### src/rtl/timer_bus_master.sv
// timer_bus_master: turns single-beat commands into CPU-side bus cycles for a
// 6530-style interval timer (write count/prescaler, read count, read status,
// wait for interrupt) and returns exactly one response per command.
// Every output is a flop loaded from the next-state decode, so the pins change
// in the same cycle that the state they belong to becomes current.
// Optional build macro: TIMER_BUS_MASTER_IRQ_PIN_EN. When defined, op 11 waits
// on the irq_n pin instead of polling the status register.
module timer_bus_master #(
  parameter int unsigned POLL_W     = 16,
  parameter int unsigned POLL_LIMIT = 1024
) (
  input  logic       clk,
  input  logic       rst_n,
  input  logic       cmd_valid,
  output logic       cmd_ready,
  input  logic [1:0] cmd_op,
  input  logic [7:0] cmd_data,
  input  logic [1:0] cmd_prescale,
  input  logic       cmd_irq_en,
  output logic       rsp_valid,
  input  logic       rsp_ready,
  output logic [7:0] rsp_data,
  output logic       rsp_err,
  output logic       bus_we_n,
  output logic [2:0] bus_a,
  output logic [7:0] bus_wdata,
  input  logic [7:0] bus_rdata,
  input  logic       bus_oe,
  input  logic       irq_n
);

  localparam logic [1:0] OP_WR    = 2'b00;
  localparam logic [1:0] OP_RDCNT = 2'b01;
  localparam logic [1:0] OP_RDST  = 2'b10;
  // status read address; side-effect free, so it doubles as the idle address
  localparam logic [2:0] A_IDLE   = 3'b001;
  localparam logic [POLL_W-1:0] POLL_LAST = POLL_W'(POLL_LIMIT - 1);

  typedef enum logic [2:0] {
    IDLE, WR, RD_ADDR, RD_CAPT, POLL_ADDR, POLL_CAPT, RESP
`ifdef TIMER_BUS_MASTER_IRQ_PIN_EN
    , WAIT
`endif
  } state_t;

  state_t            state_q, state_d;
  logic [1:0]        op_q, op_d;
  logic [7:0]        data_q, data_d;
  logic [1:0]        pre_q, pre_d;
  logic              ien_q, ien_d;
  logic [POLL_W-1:0] cnt_q, cnt_d;
  logic [7:0]        rsp_data_d;
  logic              rsp_err_d;
  logic              bus_we_n_d;
  logic [2:0]        bus_a_d;
  logic [7:0]        bus_wdata_d;
  logic              accept;

  // handshake uses the registered ready so nothing is taken while in reset
  assign accept = cmd_valid & cmd_ready;

`ifdef TIMER_BUS_MASTER_IRQ_PIN_EN
  logic irq_n_q;
  // register the interrupt pin once before the wait state looks at it
  always_ff @(posedge clk) begin
    if (!rst_n) irq_n_q <= 1'b1;
    else        irq_n_q <= irq_n;
  end
`else
  logic unused_irq_n;
  assign unused_irq_n = irq_n;
`endif

  // next-state, response and bus decode
  always_comb begin
    state_d    = state_q;
    op_d       = op_q;
    data_d     = data_q;
    pre_d      = pre_q;
    ien_d      = ien_q;
    cnt_d      = cnt_q;
    rsp_data_d = rsp_data;
    rsp_err_d  = rsp_err;

    case (state_q)
      IDLE: begin
        if (accept) begin
          op_d   = cmd_op;
          data_d = cmd_data;
          pre_d  = cmd_prescale;
          ien_d  = cmd_irq_en;
          case (cmd_op)
            OP_WR:             state_d = WR;
            OP_RDCNT, OP_RDST: state_d = RD_ADDR;
            default: begin
              cnt_d = '0;
`ifdef TIMER_BUS_MASTER_IRQ_PIN_EN
              state_d = WAIT;
`else
              state_d = POLL_ADDR;
`endif
            end
          endcase
        end
      end
      WR: begin
        rsp_data_d = 8'h00;
        rsp_err_d  = 1'b0;
        state_d    = RESP;
      end
      RD_ADDR: state_d = RD_CAPT;
      RD_CAPT: begin
        // the timer's OE only matters for the count register
        rsp_data_d = bus_rdata;
        rsp_err_d  = (op_q == OP_RDCNT) ? ~bus_oe : 1'b0;
        state_d    = RESP;
      end
      POLL_ADDR: state_d = POLL_CAPT;
      POLL_CAPT: begin
        if (!bus_rdata[7]) begin
          rsp_data_d = bus_rdata;
          rsp_err_d  = 1'b0;
          state_d    = RESP;
        end else if (cnt_q == POLL_LAST) begin
          rsp_data_d = 8'hFF;
          rsp_err_d  = 1'b1;
          state_d    = RESP;
        end else begin
          cnt_d   = cnt_q + 1'b1;
          state_d = POLL_ADDR;
        end
      end
`ifdef TIMER_BUS_MASTER_IRQ_PIN_EN
      WAIT: begin
        if (!irq_n_q) begin
          rsp_data_d = 8'h00;
          rsp_err_d  = 1'b0;
          state_d    = RESP;
        end else if (cnt_q == POLL_LAST) begin
          rsp_data_d = 8'hFF;
          rsp_err_d  = 1'b1;
          state_d    = RESP;
        end else begin
          cnt_d = cnt_q + 1'b1;
        end
      end
`endif
      RESP: if (rsp_ready) state_d = IDLE;
      default: state_d = IDLE;
    endcase

    // bus pins follow the state being entered; anything not driving is idle
    bus_we_n_d  = 1'b1;
    bus_a_d     = A_IDLE;
    bus_wdata_d = 8'h00;
    case (state_d)
      WR: begin
        bus_we_n_d  = 1'b0;
        bus_a_d     = {ien_d, pre_d};
        bus_wdata_d = data_d;
      end
      RD_ADDR: bus_a_d = (op_d == OP_RDCNT) ? {ien_d, 2'b00} : A_IDLE;
      default: ;
    endcase
  end

  // state, command latch and registered outputs
  always_ff @(posedge clk) begin
    if (!rst_n) begin
      state_q   <= IDLE;
      op_q      <= 2'b00;
      data_q    <= 8'h00;
      pre_q     <= 2'b00;
      ien_q     <= 1'b0;
      cnt_q     <= '0;
      cmd_ready <= 1'b0;
      rsp_valid <= 1'b0;
      rsp_data  <= 8'h00;
      rsp_err   <= 1'b0;
      bus_we_n  <= 1'b1;
      bus_a     <= A_IDLE;
      bus_wdata <= 8'h00;
    end else begin
      state_q   <= state_d;
      op_q      <= op_d;
      data_q    <= data_d;
      pre_q     <= pre_d;
      ien_q     <= ien_d;
      cnt_q     <= cnt_d;
      cmd_ready <= (state_d == IDLE);
      rsp_valid <= (state_d == RESP);
      rsp_data  <= rsp_data_d;
      rsp_err   <= rsp_err_d;
      bus_we_n  <= bus_we_n_d;
      bus_a     <= bus_a_d;
      bus_wdata <= bus_wdata_d;
    end
  end

endmodule

### config.mk
export PLATFORM = sky130hd
export DESIGN_NAME = timer_bus_master
export DESIGN_NICKNAME = d
export VERILOG_FILES = /design/src/rtl/timer_bus_master.sv
export SDC_FILE = /design/constraint.sdc
export NUM_CORES = 1
export LEC_CHECK = 0
export CORE_MARGIN = 2
export CORE_UTILIZATION = 55
export CTS_BUF_LIST = sky130_fd_sc_hd__clkbuf_16
export DETAILED_ROUTE_END_ITERATION = 8
export GPL_ROUTABILITY_DRIVEN = 0
export PLACE_DENSITY = 0.8
export SLEW_MARGIN = 15
export SYNTH_ARGS = -nofsm -noshare
export SYNTH_HDL_FRONTEND = slang
export SYNTH_SLANG_ARGS = --single-unit
### constraint.sdc
create_clock -name clk -period 5.2 [get_ports clk]
set_input_delay 1.04 -clock clk [delete_from_list [all_inputs] [get_ports clk]]
set_output_delay 1.04 -clock clk [all_outputs]
set_load 0.02 [all_outputs]
==> results.sh <==
export IMPL_detail_route_iter0_violations=96
export IMPL_first_pass_iters=5
export IMPL_clkSlewWorstSetupHoldPaths_ns=0.07
export IMPL_p_clk_frac=0.308
export IMPL_fill_cells=346
export IMPL_fin_crit_ns=2.89
export IMPL_rsz0062_at_grt="false"
export IMPL_ctsResizeCount=0
export IMPL_clock_sinks=55
export IMPL_synth_seq_cells=55
export IMPL_track_usage=0.198
export IMPL_cp_max_fo=16
export IMPL_drv_slew=0
export IMPL_grt_pass1_wl_microns=8070
export IMPL_fin_crit_sh=0.556
export IMPL_min_delay_path_class="register to register"
export IMPL_critPathLaunchType="input port"
export IMPL_power_ir_vdd_worst_mv=0.228
export IMPL_antennaDiodeCount=0
export IMPL_synthArstFlopShare=0
export IMPL_die_x_microns=71.6
export IMPL_drc=0
export IMPL_setup_viol=0
export IMPL_vias=1879
export IMPL_comb_power_share=0.262
export IMPL_tritoncts="done"
export IMPL_switching_share=0.313
export IMPL_synthesis_area_sq_um=2510
export IMPL_area_growth_pct=25.3
export IMPL_cap_viol_max_count=0
export IMPL_cts_hold_buf=0
export IMPL_grt_overflow_total=0
export IMPL_clk_path_buf_depth=2
export IMPL_yosys_area_top_type="dfxtp_1"
export IMPL_nNetsFinal=321
export IMPL_syn_nets=277
export IMPL_pwr_density_cell_nw_per_um2=356
export IMPL_crit_path_end_kind="register"
export IMPL_die_area_sq_um=5120
export IMPL_insertion_delay_ns=0.29
export IMPL_detailed_place_hpwl_microns=3230
export IMPL_final_cell_mix="55 x dfxtp_1, 48 x clkdlybuf4s50_1, 21 x nor2b_1"
export IMPL_antenna_found_initial=0
export IMPL_setup_tns_ns=0
export IMPL_hold_violations=0
export IMPL_synth_top_cell_area_share=0.438
export IMPL_yosysWarnings=0
export IMPL_worst_pin_slew_ns=0.556
export IMPL_power_share_sequential=0.430
export IMPL_switchingPower_w=0.000351
export IMPL_synth_avg_cell_area_sq_um=10.2
export IMPL_synthTopCellsByArea="dfxtp_1 44%, nor2b_1 5.2%, mux2i_1 5.2%"
export IMPL_initial_core_util=0.573
export IMPL_yosysUniqueCellTypes=49
export IMPL_drive_gt1_frac=0.0962
export IMPL_die_h_microns=71.6
export IMPL_max_freq_ghz=0.346
export IMPL_p_total_w=0.00112
export IMPL_syn_inst=246
export IMPL_rows=24
export IMPL_viasPerCell=5.48
export IMPL_io_pins=50
export IMPL_status="completed"
export IMPL_wl_microns=4670
export IMPL_synth_edf_count=0
export IMPL_grt_pass1_vias=1814
export IMPL_grt_max_degree=41
export IMPL_clock_skew_ns=0.00821
export IMPL_layout_commonest_cell="dfxtp_1"
export IMPL_p_int_w=0.000770
export IMPL_ys_flop_type="dfxtp_1"
export IMPL_ys_seq_area_frac=0.438
export IMPL_p_leak_nw=1.28
export IMPL_core_sq_um=4380
export IMPL_cp_arrival_ns=3.06
export IMPL_required_ns=5.37
export IMPL_wire_per_inst_microns=13.6
export IMPL_postCtsSetupRepairBufs=0
export IMPL_portBuffers=48
export IMPL_relSlewSlack=0.629
export IMPL_cts_made_buffers=5
export IMPL_root_buffer="clkbuf_16"
export IMPL_ant_nets=0
export IMPL_htreeDepth=2
export IMPL_worstSetupPathType="input port to register"
power by group through the flow:
stage	clock, W	combinational (W)	sequential, W
2_1_floorplan	0	0.000229	0.000491
3_3_place_gp	0	0.000292	0.000492
3_5_place_dp	0	0.000295	0.000493
4_1_cts	0.000356	0.000297	0.000483
5_1_grt	0.000373	0.000322	0.000488
6_report	0.000346	0.000294	0.000482
registers in the layout, summed over array words and instances, names as in the netlist:
signal,count
cmd_ready,1
rsp_valid,1
rsp_data,8
bus_wdata,8
rsp_err,1
cnt_q,16
state_q,3
op_q,2
ien_q,1
bus_a,3
data_q,8
pre_q,2
bus_we_n,1
metrics by stage:
stage	cell area, sq um	std cells	setup WS (ns)	util	hold slack (ns)
after floorplan	2510	246	2.83	-	0.472
after global routing	3150	343	2.17	0.718	0.517
after global placement	2990	335	2.06	0.682	0.474
after detailed placement	2990	335	2.06	0.682	0.482
final	3150	343	2.31	0.718	0.490
after CTS	3150	343	2.32	0.718	0.492
cell usage after synthesis (2+ instances only):
cell type / instances
dfxtp_1: 55
nor2b_1: 21
nor2_1: 20
mux2i_1: 13
xor2_1: 12
nand2_1: 11
and3_1: 9
nand3_1: 9
o211a_1: 9
nor3b_2: 8
o21a_1: 8
and2_1: 5
inv_1: 5
nand4_1: 5
and4_1: 4
clkbuf_1: 4
ha_1: 4
a21boi_0: 3
buf_4: 3
o2111ai_1: 3
a21oi_1: 2
buf_2: 2
buf_6: 2
nand2b_1: 2
nor3_1: 2
o211ai_1: 2
cells by family (layout without fill, tap and decap cells):
group / Yosys count / after routing / share of synthesized area
AOI/OAI and AO/OA: 35 / 35 / 0.123
xor gates and xnor gates: 13 / 13 / 0.0453
adders and majority gates: 4 / 4 / 0.0199
buffers and inverters: 18 / 63 / 0.0384
DFF: 55 / 55 / 0.438
muxes: 14 / 14 / 0.0563
and+or+nand+nor: 107 / 107 / 0.279
final timing paths:
kind	startpoint	endpoint	slack [ns]	cells past startpoint
setup / recovery	bus_rdata[7]	cnt_q[10]	2.31	6
hold / removal	rsp_err	rsp_err	0.49	2
setup reg to reg	state_q[2]	cnt_q[10]	3.05	5
hold reg to reg	rsp_err	rsp_err	0.49	2
layer usage:
metal | GRT usage | wire length [microns] | up-vias
met5 | 0 | 0 | -
met4 | 0.0713 | 55 | 0
met3 | 0.0577 | 275 | 5
met2 | 0.341 | 2330 | 45
met1 | 0.235 | 2010 | 865
li1 | - | - | 964
cell type report:
class	instances	area (sq um)	share of cell area
repair buffers	49	488	0.155
well taps	52	65.1	0.0207
clock inverters	3	31.3	0.00994
flip-flops and latches	55	1100	0.350
inverters	6	22.5	0.00716
multi-input cells	173	1310	0.417
clock buffers	5	125	0.0398
critical path, stage by stage:
cell,delay (ns)
clkdlybuf4s50_1,0.56
and4b_1,0.59
a21boi_0,0.45
o2111ai_1,0.20
xor2_1,0.16
nor2_1,0.05
No activity file was read; power rests on OpenSTA's default activity.
